[config.mk]
export PLATFORM = sky130hd
export DESIGN_NAME = shift_unit_seq
export DESIGN_NICKNAME = d
export VERILOG_FILES = /design/src/rtl/shift_pkg.sv /design/src/rtl/shift_stage.sv /design/src/rtl/shift_unit_seq.sv
export SDC_FILE = /design/constraint.sdc
export NUM_CORES = 1
export LEC_CHECK = 0
export ABC_AREA = 1
export CORE_UTILIZATION = 45
export DETAILED_ROUTE_END_ITERATION = 12
export PLACE_DENSITY = 0.77
export SETUP_SLACK_MARGIN = 0.5
export SYNTH_ARGS = -nofsm -noshare
export SYNTH_HDL_FRONTEND = slang
export SYNTH_SLANG_ARGS = --single-unit
export TNS_END_PERCENT = 10
[constraint.sdc]
create_clock -name clk -period 3.65 [get_ports clk]
set_clock_uncertainty 0.1 [all_clocks]
set_input_delay 1.095 -clock clk [delete_from_list [all_inputs] [get_ports clk]]
set_output_delay 1.095 -clock clk [all_outputs]
set_load 0.02 [all_outputs]
[src/rtl/shift_pkg.sv]
`default_nettype none
// ============================================================================
// Module : shift_pkg
// Brief  : Shared types for the multi-cycle shifter: op codes, FSM states,
//          and a ceil-log2 helper used to size shift-amount and step fields.
// Rev    : 1.0  initial release
// ============================================================================
package shift_pkg;

  // Operation select as presented on the op port
  typedef enum logic [1:0] {
    OP_SLL = 2'b00,
    OP_SRL = 2'b01,
    OP_SRA = 2'b10,
    OP_ROR = 2'b11
  } op_e;

  // Sequencer states
  typedef enum logic [1:0] {
    IDLE  = 2'b00,
    SHIFT = 2'b01,
    DONE  = 2'b10
  } state_e;

  // Smallest r with 2**r >= value (0 for value <= 1)
  function automatic int log2_ceil(input int value);
    int r;
    r = 0;
    while ((1 << r) < value) begin
      r = r + 1;
    end
    return r;
  endfunction

endpackage
`default_nettype wire

[src/rtl/shift_stage.sv]
`default_nettype none
// ============================================================================
// Module : shift_stage
// Brief  : One log-shifter stage. When enabled, moves the word by DIST bit
//          positions in the direction/fill selected by op; otherwise passes
//          the word through unchanged.
// Rev    : 1.0  initial release
// ============================================================================
module shift_stage
  import shift_pkg::*;
#(
  parameter int WIDTH = 32,
  parameter int DIST  = 1
) (
  input  logic [WIDTH-1:0] data_in,
  input  logic             en,
  input  op_e              op,
  input  logic             sign,
  output logic [WIDTH-1:0] data_out
);

  // Select the shifted or pass-through word; DIST is always below WIDTH
  always_comb begin
    data_out = data_in;
    if (en) begin
      case (op)
        OP_SLL:  data_out = {data_in[WIDTH-DIST-1:0], {DIST{1'b0}}};
        OP_SRL:  data_out = {{DIST{1'b0}}, data_in[WIDTH-1:DIST]};
        OP_SRA:  data_out = {{DIST{sign}}, data_in[WIDTH-1:DIST]};
        OP_ROR:  data_out = {data_in[DIST-1:0], data_in[WIDTH-1:DIST]};
        default: data_out = data_in;
      endcase
    end
  end

endmodule
`default_nettype wire

[src/rtl/shift_unit_seq.sv]
`default_nettype none
// ============================================================================
// Module : shift_unit_seq
// Brief  : Multi-cycle SLL/SRL/SRA/ROR shifter with valid/ready handshakes.
//          A chain of log-shifter stages is evaluated a group of
//          BITS_PER_CYCLE stages per clock, so latency is a constant NSTEPS
//          cycles from accept to out_valid regardless of the amount.
// Rev    : 1.0  initial release
// ============================================================================
module shift_unit_seq
  import shift_pkg::*;
#(
  parameter int WIDTH          = 32,
  parameter int BITS_PER_CYCLE = 1,
  parameter int SAT_AMOUNT     = 0
) (
  input  logic             clk,
  input  logic             rst,
  input  logic             in_valid,
  output logic             in_ready,
  input  logic [1:0]       op,
  input  logic [WIDTH-1:0] a,
  input  logic [WIDTH-1:0] b,
  input  logic             flush,
  output logic             out_valid,
  input  logic             out_ready,
  output logic [WIDTH-1:0] z
);

  localparam int SHAMT_W = log2_ceil(WIDTH);
  localparam int NSTEPS  = (SHAMT_W + BITS_PER_CYCLE - 1) / BITS_PER_CYCLE;
  localparam int STEP_W  = (NSTEPS > 1) ? log2_ceil(NSTEPS) : 1;
  localparam logic [STEP_W-1:0] LAST_STEP = STEP_W'(NSTEPS - 1);

  state_e               state;
  state_e               state_next;
  logic [WIDTH-1:0]     data;
  logic [SHAMT_W-1:0]   amount;
  op_e                  op_q;
  logic                 sign;
  logic [STEP_W-1:0]    step;

  logic                 accept;
  logic                 last_step;
  logic                 over_range;
  logic                 sat_hit;
  logic [WIDTH-1:0]     load_data;
  logic [SHAMT_W-1:0]   load_amount;
  logic [SHAMT_W:0][WIDTH-1:0] stage_data;

  // Handshake outputs decode straight from state; no input-to-output path
  assign in_ready  = (state == IDLE);
  assign out_valid = (state == DONE);

  // flush in IDLE blocks acceptance
  assign accept    = in_valid && (state == IDLE) && !flush;
  assign last_step = (step == LAST_STEP);

  // Work out the operand and amount to load; saturated amounts preload the
  // final result and run the stages with a zero amount to keep latency fixed
  always_comb begin
    over_range  = |b[WIDTH-1:SHAMT_W];
    sat_hit     = (SAT_AMOUNT != 0) && over_range && (op_e'(op) != OP_ROR);
    load_data   = a;
    load_amount = b[SHAMT_W-1:0];
    if (sat_hit) begin
      load_amount = '0;
      load_data   = (op_e'(op) == OP_SRA) ? {WIDTH{a[WIDTH-1]}} : '0;
    end
  end

  // Full stage chain; only the stages belonging to the current step group
  // are enabled, the rest pass data through
  assign stage_data[0] = data;
  for (genvar j = 0; j < SHAMT_W; j++) begin : g_stage
    logic stage_en;
    assign stage_en = amount[j] && (step == STEP_W'(j / BITS_PER_CYCLE));
    shift_stage #(
      .WIDTH (WIDTH),
      .DIST  (1 << j)
    ) u_stage (
      .data_in  (stage_data[j]),
      .en       (stage_en),
      .op       (op_q),
      .sign     (sign),
      .data_out (stage_data[j+1])
    );
  end

  // State register
  always_ff @(posedge clk or posedge rst) begin
    if (rst) begin
      state <= IDLE;
    end else begin
      state <= state_next;
    end
  end

  // Next-state logic; flush has priority over every other input
  always_comb begin
    state_next = state;
    case (state)
      IDLE: begin
        if (accept) state_next = SHIFT;
      end
      SHIFT: begin
        if (flush)          state_next = IDLE;
        else if (last_step) state_next = DONE;
      end
      DONE: begin
        if (flush || out_ready) state_next = IDLE;
      end
      default: state_next = IDLE;
    endcase
  end

  // Datapath: latch operands on accept, advance one stage group per SHIFT
  // cycle, publish z on the final group; z is untouched by flush
  always_ff @(posedge clk or posedge rst) begin
    if (rst) begin
      data   <= '0;
      amount <= '0;
      op_q   <= OP_SLL;
      sign   <= 1'b0;
      step   <= '0;
      z      <= '0;
    end else begin
      case (state)
        IDLE: begin
          if (accept) begin
            data   <= load_data;
            amount <= load_amount;
            op_q   <= op_e'(op);
            sign   <= a[WIDTH-1];
            step   <= '0;
          end
        end
        SHIFT: begin
          if (!flush) begin
            data <= stage_data[SHAMT_W];
            step <= step + 1'b1;
            if (last_step) begin
              z <= stage_data[SHAMT_W];
            end
          end
        end
        default: begin
        end
      endcase
    end
  end

endmodule
`default_nettype wire

==> impl.org, run 1 <==
** Outcome
- Outcome :: completed

** Die
- Area of the core :: 14,100 µm²
- Die area :: 15,200 µm²
- Top-Level Pins :: 105
- Width of the chip :: 123 µm
- From bottom edge to top edge, the die measures 123 µm.
- Effective utilization at floorplan :: 46.9%
- The floorplan has 43 rows.

** Yosys
- After Yosys synthesis, full adders, half adders and majority gates account for 0.946% of the synthesized area.
- Synthesized-area fraction occupied by ao, oa, aoi and oai cells :: 6.18%
- Proportion of netlist area held by the largest area contributor :: 29.1%
- Mapped Cells :: 1,128
- Cell area after synthesis :: 6620 µm²
- The synthesized netlist devotes 54.4% of its cell area to simple gates.
- By area, the combinational part of the netlist is dominated by simple AND/OR/NAND/NOR gates.
- For this run, the number of Yosys warnings is 0.
- Largest cells by area after synthesis :: sky130_fd_sc_hd__dfrtp_1, sky130_fd_sc_hd__nand2_1, sky130_fd_sc_hd__nand3_1
- Flop and latch count out of synthesis :: 77
- Cell taking the most area after synthesis :: sky130_fd_sc_hd__dfrtp_1
- Total nets after synthesis :: 1,204
- Post-synthesis average cell area :: 5.87 µm²
- After synthesis, the netlist uses 29 different library cells.
- Measured against the total synthesized area, the mux share comes to 0.681%.
- Fraction of the yosys area taken by sequential cells :: 29.1%
- The synthesized netlist devotes 0% of its cell area to XOR and XNOR gates.

** Clock network
- Worst-path clk slew :: 0.06 ns
- TritonCTS built the clock tree.
- At the later pin of the worst-skew pair, clock insertion delay measures 0.35 ns.
- The clock tree synthesis step divided the H-tree into 3 levels.
- Clock tree synthesis inserted a total of 9 buffers.
- For this design, the sink count on the clock tree is 77.
- Maximum clock insertion buffer count :: 2
- CTS placed an instance of sky130_fd_sc_hd__clkbuf_16 at the clock tree root.

** Placement
- Port buffering added 77 buffers.
- Routability-driven placement finished with a final weighted congestion of 1.09.
- Placed cell areas :: 7510 µm²
- Summed over all nets, the half-perimeter wirelength after detailed placement is 18,100 µm.

** Finish
- The area growth from synthesis to layout is 19.1%.
- The library cell used most frequently in the layout, excluding fill and tap cells, is sky130_fd_sc_hd__nand2_1.
- After routing the design area is 7880 µm².
- In the layout the commonest cells are sky130_fd_sc_hd__nand2_1, sky130_fd_sc_hd__nand3_1, sky130_fd_sc_hd__nor2_1.
- Of the cells placed in the final design, the portion with a size suffix greater than 1 is 5.57%.
- Final Net Count :: 1,256
- 0 antenna diodes ended up in the layout.
- Final-layout fill cell count :: 1,492

** Global route
- Global routing finished with a remaining overflow of 0.
- Met1 track demand over resource :: 46.4%
- Wire length of the first global-routing pass :: 37,700 µm
- Global routing used 49.1% of the available met2 tracks.
- Highest-utilization routing layer at the global route stage :: met2
- Met3 capacity usage during global routing :: 6.13%
- Pin count of the biggest net entering global routing :: 60
- Overall track demand over capacity in global routing :: 33.5%
- Vias in the first global route :: 6,960
- The initial antenna violation count came to 0.

** Setup path
- Of all nets on the critical path, the largest fanout is 17.
- At the worst endpoint, the required time is 3.78 ns.
- STA puts the critical path data arrival time at 3.09 ns.
- The critical path is of the reg2reg type.
- The worst setup path is captured at a flip-flop.
- The worst setup path is launched from a flip-flop.

** STA
- Final min period :: 2.96 ns
- For this run, the top clock speed supported by timing is 338 MHz.
- RSZ-0062 raised after global routing :: yes
- Measured against its own limit, the worst slew margin works out to 54.3%.
- The final number of max-transition violations was 0.
- Setup Total Neg Slack :: 0 ns
- In the finished design, the share of the clock period the worst path needs comes to 81.1%.
- For the pin with the worst max-slew slack, the measured transition is 0.685 ns.
- Number of failing hold endpoints at the final stage :: 0
- Setup violations remaining at the end of the flow were counted as 0.

** Power
- In this run the power density over the cells is 1040 nW/µm².
- IR analysis of the VDD net gives a maximum drop of 553 µV.
- The analysis attributes to cell leakage a power of 0.00386 µW.

** Route
- Per-cell via count in the routed design :: 5.71
- Dividing the detail-routed wire length by the instance count gives 17.7 µm.
- Number of nets with antenna violations after detailed routing :: 0
- First-pass iteration count of the detailed router :: 6
- Total wire length :: 24,100 µm
- After detailed routing, the number of remaining DRC violations is 0.
- For this block, the via count after detailed routing is 7,784.
- Violation count after the first detailed-route iteration :: 1,067

** Job
- Across the run, the number of max-cap violations was 0.

** Min path
- Type of the tightest min-delay check :: reg2reg
## synthesized netlist by cell type, drive strengths merged
master / number
a21oi: 6
a31oi: 13
buf: 41
clkbuf: 22
dfrtp: 77
ha: 5
inv: 62
mux2: 4
nand2: 486
nand3: 226
nand3b: 2
nand4: 36
nor2: 91
o211ai: 1
o21ai: 52
o21bai: 1
o22ai: 1
o31ai: 1
o41ai: 1
## registers in the layout, indices dropped and copies added, names as in the netlist
signal  count
amount      5
data       32
op_q        2
sign        1
state       2
step        3
z          32
## logic make-up after synthesis
kind of cell / after synthesis
AO/OA/AOI/OAI: 76
adder cells (fa/ha/maj): 5
buffers and inverters: 125
flip-flops: 77
multiplexers: 4
AND/OR/NAND/NOR: 841
## path summary, 6_finish.rpt
| kind | start | endpoint | slack [ns] | cells after the start |
|---|---|---|---|---|
| min reg2reg | z[9] | z[9] | 0.39 | 2 |
| min in group asynchronous | rst | step[0] | 1.01 | 2 |
| min | z[9] | z[9] | 0.39 | 2 |
| max reg2reg | op_q[0] | data[30] | 0.69 | 15 |
| max | op_q[0] | data[30] | 0.69 | 15 |
| max in group asynchronous | rst | data[28] | 1.87 | 3 |
## per-layer routing
metal | wire length [µm] | share of wire [%] | up-vias
li1 | - | - | 3796
met1 | 10400 | 43 | 3460
met2 | 10200 | 42 | 447
met3 | 2130 | 8.8 | 81
met4 | 1360 | 5.6 | 0
met5 | 0 | 0 | -
## power breakdown
group / internal [µW] / leakage, µW / total (µW) / switching, µW
registers: 1250 / 0.000931 / 1600 / 352
clock network: 599 / 0.000149 / 984 / 385
logic: 1790 / 0.00278 / 5590 / 3800
total: 3640 / 0.00386 / 8180 / 4540
## repair_timing
item / in CTS / in global routing
buffers inserted: 0 / 2
gates resized for setup: 0 / 3
hold buffers: 0 / 0
endpoints found under the setup margin: 0 / 18
## metrics by stage
stage / worst slack, ns / utilization [%] / hold WS (ns) / power (µW) / instances
after floorplan: 1.33 / - / 0.371 / 5250 / 1128
after CTS: 0.650 / 55.5 / 0.396 / 8020 / 1362
after global placement: 0.685 / 53.3 / 0.365 / 6970 / 1347
after global routing: 0.486 / 55.9 / 0.412 / 8850 / 1364
after detailed placement: 0.679 / 53.3 / 0.370 / 7000 / 1347
final: 0.689 / 55.9 / 0.394 / 8180 / 1364
## area by class of cell
type,instances,area [µm²],share of cell area [%]
multi-input cells,926,4140,52.5
flip-flops and latches,77,1930,24.4
repair buffers,104,1040,13.2
inverters,62,236,3.00
clock buffers,10,229,2.90
well taps,180,225,2.86
clock inverters,5,85.1,1.08
## critical path: stages, from the launching register on
cell and delay [ns]:
sky130_fd_sc_hd__dfrtp_1 0.43, sky130_fd_sc_hd__nor2_2 0.49, sky130_fd_sc_hd__buf_4 0.34, sky130_fd_sc_hd__nand2_1 0.09, sky130_fd_sc_hd__nand3_1 0.13, sky130_fd_sc_hd__nand3_1 0.16, sky130_fd_sc_hd__nand3_1 0.14, sky130_fd_sc_hd__nand3_1 0.21
sky130_fd_sc_hd__nand2_1 0.11, sky130_fd_sc_hd__nand3_1 0.15, sky130_fd_sc_hd__nand2_1 0.10, sky130_fd_sc_hd__nand2_1 0.06, sky130_fd_sc_hd__nand2_1 0.15, sky130_fd_sc_hd__nand2_1 0.07, sky130_fd_sc_hd__nand2_1 0.08, sky130_fd_sc_hd__nand2_1 0.05
Power figures use the tool's default switching activity.
==> inputs of run 2 (changes only) <==
Clock period 3.65 ns to 2.9 ns, I/O delays scaled along.
==> run 2 against run 1 <==
Effect of this change:
- sequential cell count is the same
- clock power grew 9.8%
- sequential power grew 27%
- first-iteration DRC count grew 9.7%
- via count grew 9.2%
- utilization grew 11 points
- global-route usage grew 3.8 points
- design area grew 20%
- setup slack lost 0.45 ns
- die area is the same
- register-to-register slack lost 0.45 ns
- power grew 54%
- highest routed layer unchanged
==> impl.org, run 2 (synthesis results as in run 1) <==
** STA
- The final number of max-transition violations is 0.
- The count of final hold-check violations was 0.
- Number of setup violations in the final report :: 0
- The smallest clock period supported by the final layout is computed as 2.66 ns.
- After layout, the worst path uses 91.8% of the clock period.
- RSZ-0062 raised after global routing :: yes
- Transition time of the tightest slew-check pin :: 0.695 ns
- Setup Total Neg Slack :: 0 ns
- In this run the tightest slew margin relative to its limit is 53.7%.
- Timing would allow up to 376 MHz.

** Die
- Once the floorplan was initialized, standard cells occupied 46.9% of the core.
- The die is 123 µm tall.
- Number of rows created at floorplan :: 43
- The die covers 15,200 µm².
- The die is 123 µm wide.
- Area of the core :: 14,100 µm²
- For this design the top-level I/O count stands at 105.

** Power
- Peak supply drop :: 797 µV
- Leakage :: 0.00442 µW
- The design draws 12,600 µW.
- For this design the ratio of total power to cell area is 1340 nW/µm².

** Setup path
- STA classifies the critical path startpoint as a flip-flop.
- In this run the worst path has a maximum fanout of 8.
- For this run, the slowest stage of the critical path takes 0.39 ns.
- STA classifies the critical path endpoint as a flip-flop.
- The worst setup path is of the reg2reg kind.
- The cell family contributing the most delay on the critical path is simple AND/OR/NAND/NOR gates.
- Count of buffering cells on the critical path with inverters included :: 4
- For this design, the slowest cell found on the critical path is sky130_fd_sc_hd__dfrtp_1.
- The worst register-to-register path begins at step[1].
- Minimum setup slack among reg-to-reg paths :: 0.24 ns
- Critical Path RT :: 3.08 ns
- The endpoint identified for the worst register-to-register timing path is data[2].
- Data arrives at the worst endpoint at 2.84 ns.
- Crit path cell chain :: inv_2 > ha_4 > nand2_4 > nor2_4 > buf_6 > buf_6 > buf_16 > nand3_2 > nand3_1 > nand3_4 > nand2_1 > nand3_1 > nand2_1 > nand4_1 > nand3_2 > nand2_2 > o21ai_1
- The worst register-to-register path has a depth of 17.

** Clock network
- The H-tree was split into 3 levels.
- Hold buffer count at cts :: 0
- Counting the buffers created by CTS gives 9.
- TritonCTS clock tree :: done
- Maximum clock insertion buffer count :: 2
- The later pin in the worst-skew pair is clocked with a latency of 0.35 ns.
- The tree is rooted in a sky130_fd_sc_hd__clkbuf_16.
- CTS saw 77 sinks.
- Clock-pin slew was measured on the worst setup and hold paths at 0.07 ns.

** Finish
- Final antenna diode count :: 0
- Most frequent standard cell in the layout excluding fill and tap cells :: sky130_fd_sc_hd__nand2_1
- Fraction of final layout cells with drive strength greater than 1 :: 25.9%
- Leaving out fill and tap cells, the most frequent cells in the layout are sky130_fd_sc_hd__nand2_1, sky130_fd_sc_hd__nand3_1, sky130_fd_sc_hd__nor2_1.
- Area delta synth->final :: 42.6%
- Final Net Count :: 1,304
- Registers with the most flip-flops :: data (32), z (32), amount (5)

** Min path
- The worst hold path was traced through 2 stages.
- The min-delay analysis places its worst path in the category reg2reg.
- The worst hold path terminates at z[0].
- Beginning of the worst hold path :: z[0]

** Route
- After detailed routing, the number of remaining DRC violations is 0.
- The detailed router finished its first iteration with 1,171 violations.
- Routed wire length per instance :: 20.0 µm
- After detailed routing, the number of vias per cell comes to 6.02.
- The pre-antenna-repair detailed-routing pass consisted of 6 iterations.
- In this run the remaining antenna-violating nets after routing total 0.
- Total via count in the routed design :: 8,502
- Total wire length :: 28,200 µm

** Global route
- Global routing consumed, over all layers together, 37.3% of the routing resources.
- The initial antenna violation count is 0.
- Pin count of the biggest net entering global routing :: 78
- Vias in the first global route :: 7,728
- The total overflow left after global routing is 0.
- The first global-routing pass estimated 42,000 µm of wire.

** Placement
- The congestion estimate from routability-driven global placement came to 1.02.
- I/O Buffers :: 77
- HPWL after detailed placement :: 18,400 µm

** Job
- Number of max-cap violations :: 0

** Outcome
- Outcome :: completed
run 2: cell types whose count changed in the layout (fill, tap and decap cells not counted), sizes merged:
cell,before,now
clkinv,1,2
buf,27,71
nand3,226,227
dlygate4sd2,0,1
clkinvlp,2,3
bufbuf,0,1
clkbuf,10,12
clkdlybuf4s50,77,76
bufinv,2,0
run 2: per-stage QoR:
| stage | util, % | setup slack (ns) | hold slack (ns) | instance area [µm²] | instances |
|---|---|---|---|---|---|
| final | 66.9 | 0.237 | 0.392 | 9440 | 1412 |
| after global routing | 66.9 | 0.0555 | 0.415 | 9440 | 1412 |
| after CTS | 63.7 | 0.387 | 0.399 | 8970 | 1398 |
| after detailed placement | 54.2 | 0.146 | 0.375 | 7640 | 1359 |
| after global placement | 54.2 | 0.195 | 0.372 | 7640 | 1359 |
| after floorplan | - | 0.725 | 0.371 | 6620 | 1128 |
run 2: worst max-delay path by stage:
stage	slack, ns	endpoint	start	cells after the start
final	0.24	data[2]	step[1]	17
after global routing	0.06	data[22]	step[1]	16
after CTS	0.39	data[18]	step[1]	19
after detailed placement	0.15	data[28]	step[0]	16
after global placement	0.20	data[24]	step[0]	18
after floorplan	0.72	data[17]	step[0]	17
run 2: layer usage:
metal / global-route usage, % / wire, µm / vias up
met3: 9.13 / 3030 / 141
met4: 23.6 / 1880 / 0
met1: 48.4 / 11000 / 3921
met5: 0 / 0 / -
met2: 55.4 / 12300 / 540
li1: - / - / 3900
run 2: timing repair:
item,in CTS,in global routing
buffers inserted,19,11
cloned,5,3
resized for setup,185,79
endpoints found under the setup margin,63,65
pin swaps,29,38
run 2: area by class of cell:
cell class                 instances  area, µm²
clock buffer                      10        229
multi-input combinational        927       5200
timing repair buffer             151       1580
tap                              180        225
sequential                        77       1930
clock inverter                     5       37.5
fill                            1195       4660
inverter                          62        239
run 2: where the power goes:
group	leakage, µW	switching, µW	internal (µW)
clock network	0.000125	503	579
logic	0.00336	6130	3360
registers	0.000931	460	1570
run 2: worst reg2reg max path, cell delays in order (launching register included):
cell,delay (ns)
sky130_fd_sc_hd__dfrtp_1,0.39
sky130_fd_sc_hd__inv_2,0.11
sky130_fd_sc_hd__ha_4,0.17
sky130_fd_sc_hd__nand2_4,0.06
sky130_fd_sc_hd__nor2_4,0.14
sky130_fd_sc_hd__buf_6,0.11
sky130_fd_sc_hd__buf_6,0.11
sky130_fd_sc_hd__buf_16,0.15
sky130_fd_sc_hd__nand3_2,0.12
sky130_fd_sc_hd__nand3_1,0.14
sky130_fd_sc_hd__nand3_4,0.16
sky130_fd_sc_hd__nand2_1,0.10
sky130_fd_sc_hd__nand3_1,0.12
sky130_fd_sc_hd__nand2_1,0.11
sky130_fd_sc_hd__nand4_1,0.13
sky130_fd_sc_hd__nand3_2,0.13
sky130_fd_sc_hd__nand2_2,0.13
sky130_fd_sc_hd__o21ai_1,0.11
